[src/rtl/mux_scan_capture.sv]
// Scan controller for a 7-to-1 channel mux: steps select over the enabled channels,
// samples y after a settle window per channel and hands the 7-bit frame downstream.
module mux_scan_capture #(
    parameter int unsigned SETTLE = 2
) (
    input  logic       clk,
    input  logic       rst_n,
    input  logic       start,
    input  logic [6:0] chan_mask,
    output logic [2:0] sel,
    input  logic       y,
    output logic [6:0] frame,
    output logic       frame_valid,
    input  logic       frame_ready,
    output logic       busy
);

    localparam int unsigned NCH  = 7;
    localparam int unsigned SELW = 3;
    localparam int unsigned CW   = 4;

    localparam logic [1:0] IDLE = 2'd0;
    localparam logic [1:0] SCAN = 2'd1;
    localparam logic [1:0] HOLD = 2'd2;

    logic [1:0]      state_q, state_d;
    logic [NCH-1:0]  mask_q, mask_d;
    logic [SELW-1:0] sel_q, sel_d;
    logic [CW-1:0]   cnt_q, cnt_d;
    logic [NCH-1:0]  frame_q, frame_d;
    logic            valid_q, valid_d;
    logic            busy_q, busy_d;

    logic [SELW-1:0] first_ch_c;
    logic [SELW-1:0] next_ch_c;

    // Lowest enabled channel of the incoming mask (0 when none).
    always_comb begin
        first_ch_c = '0;
        for (int k = int'(NCH) - 1; k >= 0; k--) begin
            if (chan_mask[k]) begin
                first_ch_c = SELW'(k + 1);
            end
        end
    end

    // Next higher enabled channel of the latched mask above the current one (0 when none).
    always_comb begin
        next_ch_c = '0;
        for (int k = int'(NCH) - 1; k >= 0; k--) begin
            if (mask_q[k] && (SELW'(k + 1) > sel_q)) begin
                next_ch_c = SELW'(k + 1);
            end
        end
    end

    // State and output registers.
    always_ff @(posedge clk or negedge rst_n) begin
        if (!rst_n) begin
            state_q <= IDLE;
            mask_q  <= '0;
            sel_q   <= '0;
            cnt_q   <= '0;
            frame_q <= '0;
            valid_q <= 1'b0;
            busy_q  <= 1'b0;
        end else begin
            state_q <= state_d;
            mask_q  <= mask_d;
            sel_q   <= sel_d;
            cnt_q   <= cnt_d;
            frame_q <= frame_d;
            valid_q <= valid_d;
            busy_q  <= busy_d;
        end
    end

    // Next-state and next-output logic.
    always_comb begin
        state_d = state_q;
        mask_d  = mask_q;
        sel_d   = sel_q;
        cnt_d   = cnt_q;
        frame_d = frame_q;
        valid_d = valid_q;
        busy_d  = busy_q;

        case (state_q)
            IDLE: begin
                if (start) begin
                    mask_d  = chan_mask;
                    frame_d = '0;
                    busy_d  = 1'b1;
                    if (chan_mask != '0) begin
                        sel_d   = first_ch_c;
                        cnt_d   = CW'(1);
                        state_d = SCAN;
                    end else begin
                        sel_d   = '0;
                        valid_d = 1'b1;
                        state_d = HOLD;
                    end
                end
            end

            SCAN: begin
                if (cnt_q == CW'(SETTLE)) begin
                    for (int k = 0; k < int'(NCH); k++) begin
                        if (sel_q == SELW'(k + 1)) begin
                            frame_d[k] = y;
                        end
                    end
                    if (next_ch_c != '0) begin
                        sel_d = next_ch_c;
                        cnt_d = CW'(1);
                    end else begin
                        sel_d   = '0;
                        cnt_d   = '0;
                        valid_d = 1'b1;
                        state_d = HOLD;
                    end
                end else begin
                    cnt_d = cnt_q + CW'(1);
                end
            end

            HOLD: begin
                if (frame_ready) begin
                    valid_d = 1'b0;
                    busy_d  = 1'b0;
                    state_d = IDLE;
                end
            end

            default: begin
                state_d = IDLE;
                sel_d   = '0;
                cnt_d   = '0;
                valid_d = 1'b0;
                busy_d  = 1'b0;
            end
        endcase
    end

    assign sel         = sel_q;
    assign frame       = frame_q;
    assign frame_valid = valid_q;
    assign busy        = busy_q;

endmodule

[config.mk]
export PLATFORM = sky130hd
export DESIGN_NAME = mux_scan_capture
export DESIGN_NICKNAME = d
export VERILOG_FILES = /design/src/rtl/mux_scan_capture.sv
export SDC_FILE = /design/constraint.sdc
export NUM_CORES = 1
export LEC_CHECK = 0
export ABC_AREA = 1
export CAP_MARGIN = 40
export CORE_ASPECT_RATIO = 1.5
export CORE_MARGIN = 4
export CORE_UTILIZATION = 30
export DETAILED_ROUTE_END_ITERATION = 7
export GPL_TIMING_DRIVEN = 0
export SYNTH_ARGS = -nofsm -noshare
export SYNTH_HDL_FRONTEND = slang
export SYNTH_SLANG_ARGS = --single-unit
[constraint.sdc]
create_clock -name clk -period 3.4 [get_ports clk]
set_input_delay 0.85 -clock clk [delete_from_list [all_inputs] [get_ports clk]]
set_output_delay 0.85 -clock clk [all_outputs]
set_load 0.01 [all_outputs]
# Yosys cells after proc, flatten, opt, wreduce, memory -nomap -nowiden

Index checks and enable logic that the tools add are counted.

Bits in registers: 25
Latch bits: 0
RAM bits: 0
ROM bits: 0
Input port bits: 12
Word-level logic and storage cells: 118
Memories kept: 0

$add $sub $neg: 1
$mul: 0
Div/mod/pow operators: 0
Magnitude comparators: 7
Equality and inequality tests: 23
Shift operators: 0
Muxes and demuxes: 48
Bitwise logic cells: 2
Reductions and logical operators: 24

Operator list:

| kind                                                                           | count |
|---|---|
| 3-bit 2-to-1 mux                                                               | 18 |
| 4-bit AND reduction                                                            | 8 |
| 2-bit inequality test, second input constant                                   | 13 |
| 1-bit 2-to-1 mux                                                               | 14 |
| 7-bit 2-to-1 mux                                                               | 2 |
| 7-bit one-hot mux with 2 select lines                                          | 1 |
| 3-bit == test, second input constant                                           | 4 |
| 3-bit greater-than comparator, first input constant                            | 4 |
| 4-bit 2-to-1 mux                                                               | 3 |
| 4-bit one-hot mux with 3 select lines                                          | 1 |
| 2-bit 2-to-1 mux                                                               | 5 |
| 3-bit one-hot mux with 3 select lines                                          | 1 |
| 3-bit AND reduction                                                            | 3 |
| 1-bit logical AND                                                              | 7 |
| 7-bit nonzero test                                                             | 1 |
| 3-bit by 2-bit == test with 1-bit output, second input constant                | 2 |
| 2-bit by 3-bit greater-than comparator with 1-bit output, first input constant | 2 |
| 1-bit one-hot mux with 3 select lines                                          | 2 |
| 2-bit one-hot mux with 3 select lines                                          | 1 |
| 5-bit AND reduction                                                            | 1 |
| 4-bit by 1-bit adder with 4-bit output, second input constant                  | 1 |
| 4-bit by 2-bit == test with 1-bit output, second input constant                | 1 |
| 3-bit by 1-bit == test with 1-bit output, second input constant                | 1 |
| 1-bit by 3-bit greater-than comparator with 1-bit output, first input constant | 1 |
| other kinds (7)                                                                | 8 |

# Logic depth before layout (Yosys ltp)

Gate-level depths: netlist (run 1).

Word-level depth: 13
Gate-level depth with buffers: 15
Mapped depth without buffers: 14

# Worst setup path before layout (run 1)

No wires, ideal clock.

Path kind: input to register
Start: input chan_mask[2]
End: register cnt_q[0]
Data arrival time: 1659 ps
Data required time: 3284 ps
Slack: 1625 ps
Stages on the path: 7
Path buffers: 0
Cell sequence: nor3_1 nand4_1 or2_0 nand2_1 inv_1 nand2_1 nand2_1

Longest elaborated chain between the ends: 3

RTL lines:

| element                                | line | source |
|---|---|---|
| start, declared                        | 9    | `input logic [6:0] chan_mask,` |
| 7-bit nonzero test                     | 94   | `if (chan_mask != '0) begin` |
| 2-bit inequality test (no source line) | --   |  |
| 3-bit AND reduction (no source line)   | --   |  |
| end signal, assigned                   | 71   | `cnt_q <= cnt_d;` |
| end, declared                          | 29   | `logic [CW-1:0] cnt_q, cnt_d;` |

Every way passes these cells.
A chain may end at the register's enable or synchronous reset.

# Final worst setup path (run 1)

Ends and elaborated chain as after synthesis.

==> flow_summary.ini, run 1 <==
[yosys]
synth_edf_count = 0
ys_seq_area_frac = 0.461
yosysTopAreaCell = dfrtp_1
synth_area_per_cell_um2 = 7.71
ys_ff_latch = 25
synth_nets = 190
synth_top_area_frac = 0.461
postSynthCellCount = 176
ys_warn_count = 0
netlist_top_cells_area = dfrtp_1 (46%), nand2_1 (15%), o21ai_0 (6.6%), inv_1 (4.2%), a21oi_1 (4.1%)
synth_cell_types = 26
async_reset_ff_frac = 1.00
synth-main-ff-cell = dfrtp_1
yosysMostFrequentCell = nand2_1
synth_commonest_cells = nand2_1 (54), dfrtp_1 (25), o21ai_0 (18)
netlist_area_um2 = 1360

[place]
portBuffers = 23
hpwl_um = 2420
place_inst = 246
place_congestion = 0.793

[clock_tree]
clock_latency_ns = 0.27
clkTransAtPathRegs_ns = 0.09
root_buffer = clkbuf_8
cts_resized = 0
htree_levels = 1
postCtsSetupRepairBufs = 0
hold_buffers = 0
numCtsBuffers = 3
cts_sinks = 25
cts_tree = built
clk_path_buf_depth = 2

[power_and_ir_drop]
powerDensity_nw_per_um2 = 893
leakagePower_nw = 0.820
vdd_drop_max_mv = 0.275

[finish]
regArea_um2 = 626
stdcell_count = 250
layout.nets = 219
drive_above_1_share = 0.0882
multiInputGateArea_um2 = 646
antennaDiodeCount = 0
utilization = 0.398
syn2layout_area_growth_pct = 26.6
fillCellCount = 440

[timing]
setup_viol = 0
slew_headroom = 0.603
fin_crit_sh = 0.645
grt_setup_unrepaired = false
drv_slew = 0
min_period_ns = 2.19
finalHoldViolCount = 0
finalSetupTns_ns = 0
clock.fmax_mhz = 456
whs_ns = 0.478
worst_pin_slew_ns = 0.594
skew_ns = 0.00548

[worst_setup_path]
crit_buf_inv = 2
crit_top_cell = nand2_1
worstSetupPathType = in -> reg
worstPathMaxFanout = 5
crit_required_ns = 3.58
slowest_stage = clkdlybuf4s50_1
crit_chain = clkdlybuf4s50_1 -> nor3_1 -> nand4_1 -> or2_0 -> nand2_1 -> inv_1 -> nand2_1 -> nand2_1
critPathTopFamily = simple AND/OR/NAND/NOR gates
crit_arrival_ns = 2.37
cp-end-kind = register
slowest_delay_ns = 0.44
cp-start-kind = input port

[global_route]
track_usage = 0.112
grt_max_degree = 16
grt_pass1_wl_um = 5220
grt_pass1_vias = 1224
grt-ovfl-total = 0
antenna_found_initial = 0

[route]
initialDrtViolationCount = 35
avgViaCountPerCell = 4.90
wl_per_cell_um = 12.0
drc = 0
vias = 1224
top_layer = met4
dr_wl_met3_um = 102
first_pass_iters = 4
wl_met1_um = 1250
route.met2.wl_um = 1600
drtAntennaViolNets = 0
routed_wl_um = 3010

[floorplan]
start_util = 0.314
core_area_um2 = 4320
dieHeight_um = 90.4
die_area_um2 = 5680
rows = 29
boundaryPins = 24
die_w_um = 62.9

[job]
cap_viol_max_count = 0

[outcome]
status = completed

[hold_path]
hold_class = reg -> reg
[layout make-up]
cell class                 count  share of cell area
multi-input combinational    130               0.376
sequential                    25               0.364
timing repair buffer          24               0.150
inverter                      17              0.0372
tap                           46              0.0335
clock buffer                   4              0.0262
buffer                         4              0.0124
[worst min-delay path, cell delays in order (launching register included)]
cell and delay (ns):
dfrtp_1 0.35, nand2_1 0.05, nand2_1 0.05
[sequential cells by signal, indices dropped and copies added (netlist names)]
signal,flops
busy,1
cnt_q,4
frame,7
frame_valid,1
mask_q,7
sel,3
state_q,2
[final timing paths]
check,startpoint,end,slack (ns),cells past startpoint
max reg2reg,state_q[1]$_DFFE_PN0P_,sel[1]$_DFFE_PN0P_,1.80,8
min in group asynchronous,rst_n,frame[4]$_DFFE_PN0P_,0.95,1
max in group asynchronous,rst_n,mask_q[2]$_DFFE_PN0P_,1.97,2
min reg2reg,frame_valid$_DFFE_PN0P_,frame_valid$_DFFE_PN0P_,0.48,2
max,chan_mask[2],cnt_q[0]$_DFFE_PN0P_,1.21,8
min,frame_valid$_DFFE_PN0P_,frame_valid$_DFFE_PN0P_,0.48,2
[per-layer routing]
layer | GRT usage | vias to the layer above
met4 | 0.0442 | 0
li1 | - | 642
met5 | 0 | -
met1 | 0.119 | 553
met2 | 0.213 | 24
met3 | 0.0187 | 5
[cell families (layout without fill, tap and decap cells)]
kind of cell             Yosys count  in the layout  share of synthesized area
flip-flops                        25             25                      0.461
AND/OR/NAND/NOR                   82             82                      0.261
buffers and inverters             21             49                     0.0627
multiplexers                       1              1                    0.00830
adder cells (fa/ha/maj)            2              2                     0.0184
AO/OA/AOI/OAI                     43             43                      0.175
XOR/XNOR                           2              2                     0.0129
[power by group]
| part | switching [W] | leakage [nW] | internal [W] |
|---|---|---|---|
| clock network | 0.0000982 | 0.0228 | 0.0000840 |
| registers | 0.000108 | 0.304 | 0.000436 |
| logic | 0.000450 | 0.493 | 0.000357 |
[cell usage in the layout (no fill, tap or decap), drive strengths merged]
cell / count
a21oi: 11
a22oi: 1
a31oi: 5
a32o: 1
buf: 4
clkbuf: 5
clkdlybuf4s50: 23
dfrtp: 25
ha: 2
inv: 17
mux2: 1
nand2: 56
nand3: 7
nand4: 2
nor2: 10
nor3: 6
o21ai: 23
o31ai: 2
or2: 1
xor2: 2
[stage by stage]
stage / instance area, um^2 / setup slack (ns) / total power, W
after global placement: 1640 / 0.903 / 0.00135
after floorplan: 1360 / 1.62 / 0.00108
after detailed placement: 1670 / 0.902 / 0.00137
after global routing: 1720 / 1.01 / 0.00168
after CTS: 1720 / 1.19 / 0.00155
final: 1720 / 1.21 / 0.00153
(Power assumes the default switching activity.)
==> run 2, diff against run 1 <==
==> constraint.sdc (replaced) <==
create_clock -name clk -period 2.2 [get_ports clk]
set_input_delay 0.55 -clock clk [delete_from_list [all_inputs] [get_ports clk]]
set_output_delay 0.55 -clock clk [all_outputs]
set_load 0.01 [all_outputs]
==> results of run 2 <==
Same layout as run 1 (identical final DEF). Status: completed.
Main changes from that run: setup slack after placement 0.902 ns -> 0.00198 ns; setup slack after layout 1.21 ns -> 0.308 ns; register-to-register setup slack 1.80 ns -> 0.60 ns; total power 0.00153 W -> 0.00237 W; worst IR drop on VDD 0.275 mV -> 0.425 mV
==> run 3, diff against run 2 <==
--- a/config.mk
+++ b/config.mk
@@ -6,7 +6,6 @@
 export NUM_CORES = 1
 export LEC_CHECK = 0
 export ABC_AREA = 1
-export CAP_MARGIN = 40
 export CORE_ASPECT_RATIO = 1.5
 export CORE_MARGIN = 4
 export CORE_UTILIZATION = 30
==> flow_summary.ini, run 3 (synthesis gave the netlist of run 1 again) <==
[global_route]
antenna_found_initial = 0
track_usage = 0.111
grt_pass1_vias = 1180
grt-ovfl-total = 0
grt_pass1_wl_um = 5120
grt_max_degree = 26

[timing]
fin_crit_sh = 0.856
clock.fmax_mhz = 531
min_period_ns = 1.88
skew_ns = 0.00509
whs_ns = 0.483
grt_setup_unrepaired = false
slew_headroom = 0.246
worst_pin_slew_ns = 1.13
setup_viol = 0
finalHoldViolCount = 0
finalSetupTns_ns = 0
drv_slew = 0

[worst_setup_path]
worstPathMaxFanout = 5
slowest_stage = clkdlybuf4s50_1
r2r_start = state_q[1]$_DFFE_PN0P_
cp-endpoint = cnt_q[0]$_DFFE_PN0P_
rr_worst_depth = 8
cp-end-kind = register
crit_chain = clkdlybuf4s50_1 -> nor3_1 -> nand4_1 -> or2_0 -> nand2_1 -> inv_1 -> nand2_1 -> nand2_1
worstReg2RegEnd = sel[1]$_DFFE_PN0P_
slowest_delay_ns = 0.44
cp-start-kind = input port
crit_required_ns = 2.37
critPathTopFamily = simple AND/OR/NAND/NOR gates
path_depth = 8
startpoint = chan_mask[2]
crit_arrival_ns = 2.05
reg2reg_slack_ns = 0.57
worstSetupPathType = in -> reg
crit_buf_inv = 2
crit_top_cell = nand2_1

[floorplan]
core_area_um2 = 4320
rows = 29
start_util = 0.314
boundaryPins = 24
die_area_um2 = 5680
die_w_um = 62.9
dieHeight_um = 90.4

[route]
top_layer = met4
wl_met1_um = 1260
drtAntennaViolNets = 0
routed_wl_um = 3000
drc = 0
dr_wl_met3_um = 103
avgViaCountPerCell = 4.88
vias = 1215
route.met2.wl_um = 1590
first_pass_iters = 4
wl_per_cell_um = 12.1
initialDrtViolationCount = 27

[clock_tree]
cts_sinks = 25
cts_resized = 0
cts_tree = built
htree_levels = 1
postCtsSetupRepairBufs = 0
clk_path_buf_depth = 2
hold_buffers = 0
root_buffer = clkbuf_8
clock_latency_ns = 0.27
clkTransAtPathRegs_ns = 0.09
numCtsBuffers = 3

[finish]
final_cell_mix = nand2_1 (54), dfrtp_1 (25), clkdlybuf4s50_1 (23)
mostFrequentLayoutCell = nand2_1
stdcell_count = 249
antennaDiodeCount = 0
drive_above_1_share = 0.0837
layout.nets = 218
design_area_um2 = 1690
utilization = 0.391
fillCellCount = 452
syn2layout_area_growth_pct = 24.5

[power_and_ir_drop]
leakagePower_nw = 0.807
power_frac_comb = 0.526
vdd_drop_max_mv = 0.383
powerDensity_nw_per_um2 = 1400
power.share.switching = 0.428
power_frac_seq = 0.357
p_clk_frac = 0.117
switchingPower_w = 0.00101
p_int_w = 0.00135

[place]
place_inst = 245
portBuffers = 23
place_congestion = 0.793
dpl_cell_area_um2 = 1640
hpwl_um = 2360

[outcome]
status = completed

[job]
cap_viol_max_count = 0

[hold_path]
worstHoldStart = frame_valid$_DFFE_PN0P_
hold_class = reg -> reg
run 3: cell types whose count changed in the layout (fill, tap and decap cells not counted), sizes merged:
cell	delta
buf	-1
run 3: per-stage QoR:
stage                     setup WS, ns  power [W]
after floorplan                  0.725    0.00166
after global placement         0.00297    0.00209
after detailed placement        0.0196    0.00211
after CTS                        0.303    0.00239
after global routing             0.161    0.00260
final                            0.317    0.00236
run 3: worst min-delay path by stage:
stage / depth (start not counted) / slack, ns / endpoint
2_1_floorplan: 0 / 0.25 / busy$_DFFE_PN0P_
3_3_place_gp: 2 / 0.46 / frame_valid$_DFFE_PN0P_
3_5_place_dp: 2 / 0.47 / frame_valid$_DFFE_PN0P_
4_1_cts: 2 / 0.49 / frame_valid$_DFFE_PN0P_
5_1_grt: 2 / 0.53 / frame_valid$_DFFE_PN0P_
6_report: 2 / 0.48 / frame_valid$_DFFE_PN0P_
run 3: worst register-to-register path: stages (launching register included):
cell and delay (ns):
dfrtp_1 0.46, nor2_2 0.29, inv_2 0.06, nor2_1 0.21
a21oi_1 0.09, nand2_1 0.15, inv_1 0.08, o21ai_0 0.09
nand2_1 0.09
run 3: layer usage:
layer	GRT usage	up-vias
met5	0	-
met4	0.0442	0
met3	0.0212	5
met2	0.207	20
met1	0.120	547
li1	-	643
run 3: cell type report:
type	count	area [um^2]	area share
repair buffers	23	230	0.136
multi-input cells	130	646	0.382
clock buffers	4	45.0	0.0267
inverters	17	63.8	0.0378
plain buffers	4	21.3	0.0126
flip-flops and latches	25	626	0.370
well taps	46	57.6	0.0341
run 3: power by group through the flow:
stage                     registers (W)  clock network [W]  logic, W
after floorplan                0.000870                  0  0.000794
after global placement         0.000853                  0   0.00124
after detailed placement       0.000856                  0   0.00125
after CTS                      0.000849           0.000287   0.00126
after global routing           0.000882           0.000304   0.00141
final                          0.000843           0.000277   0.00124
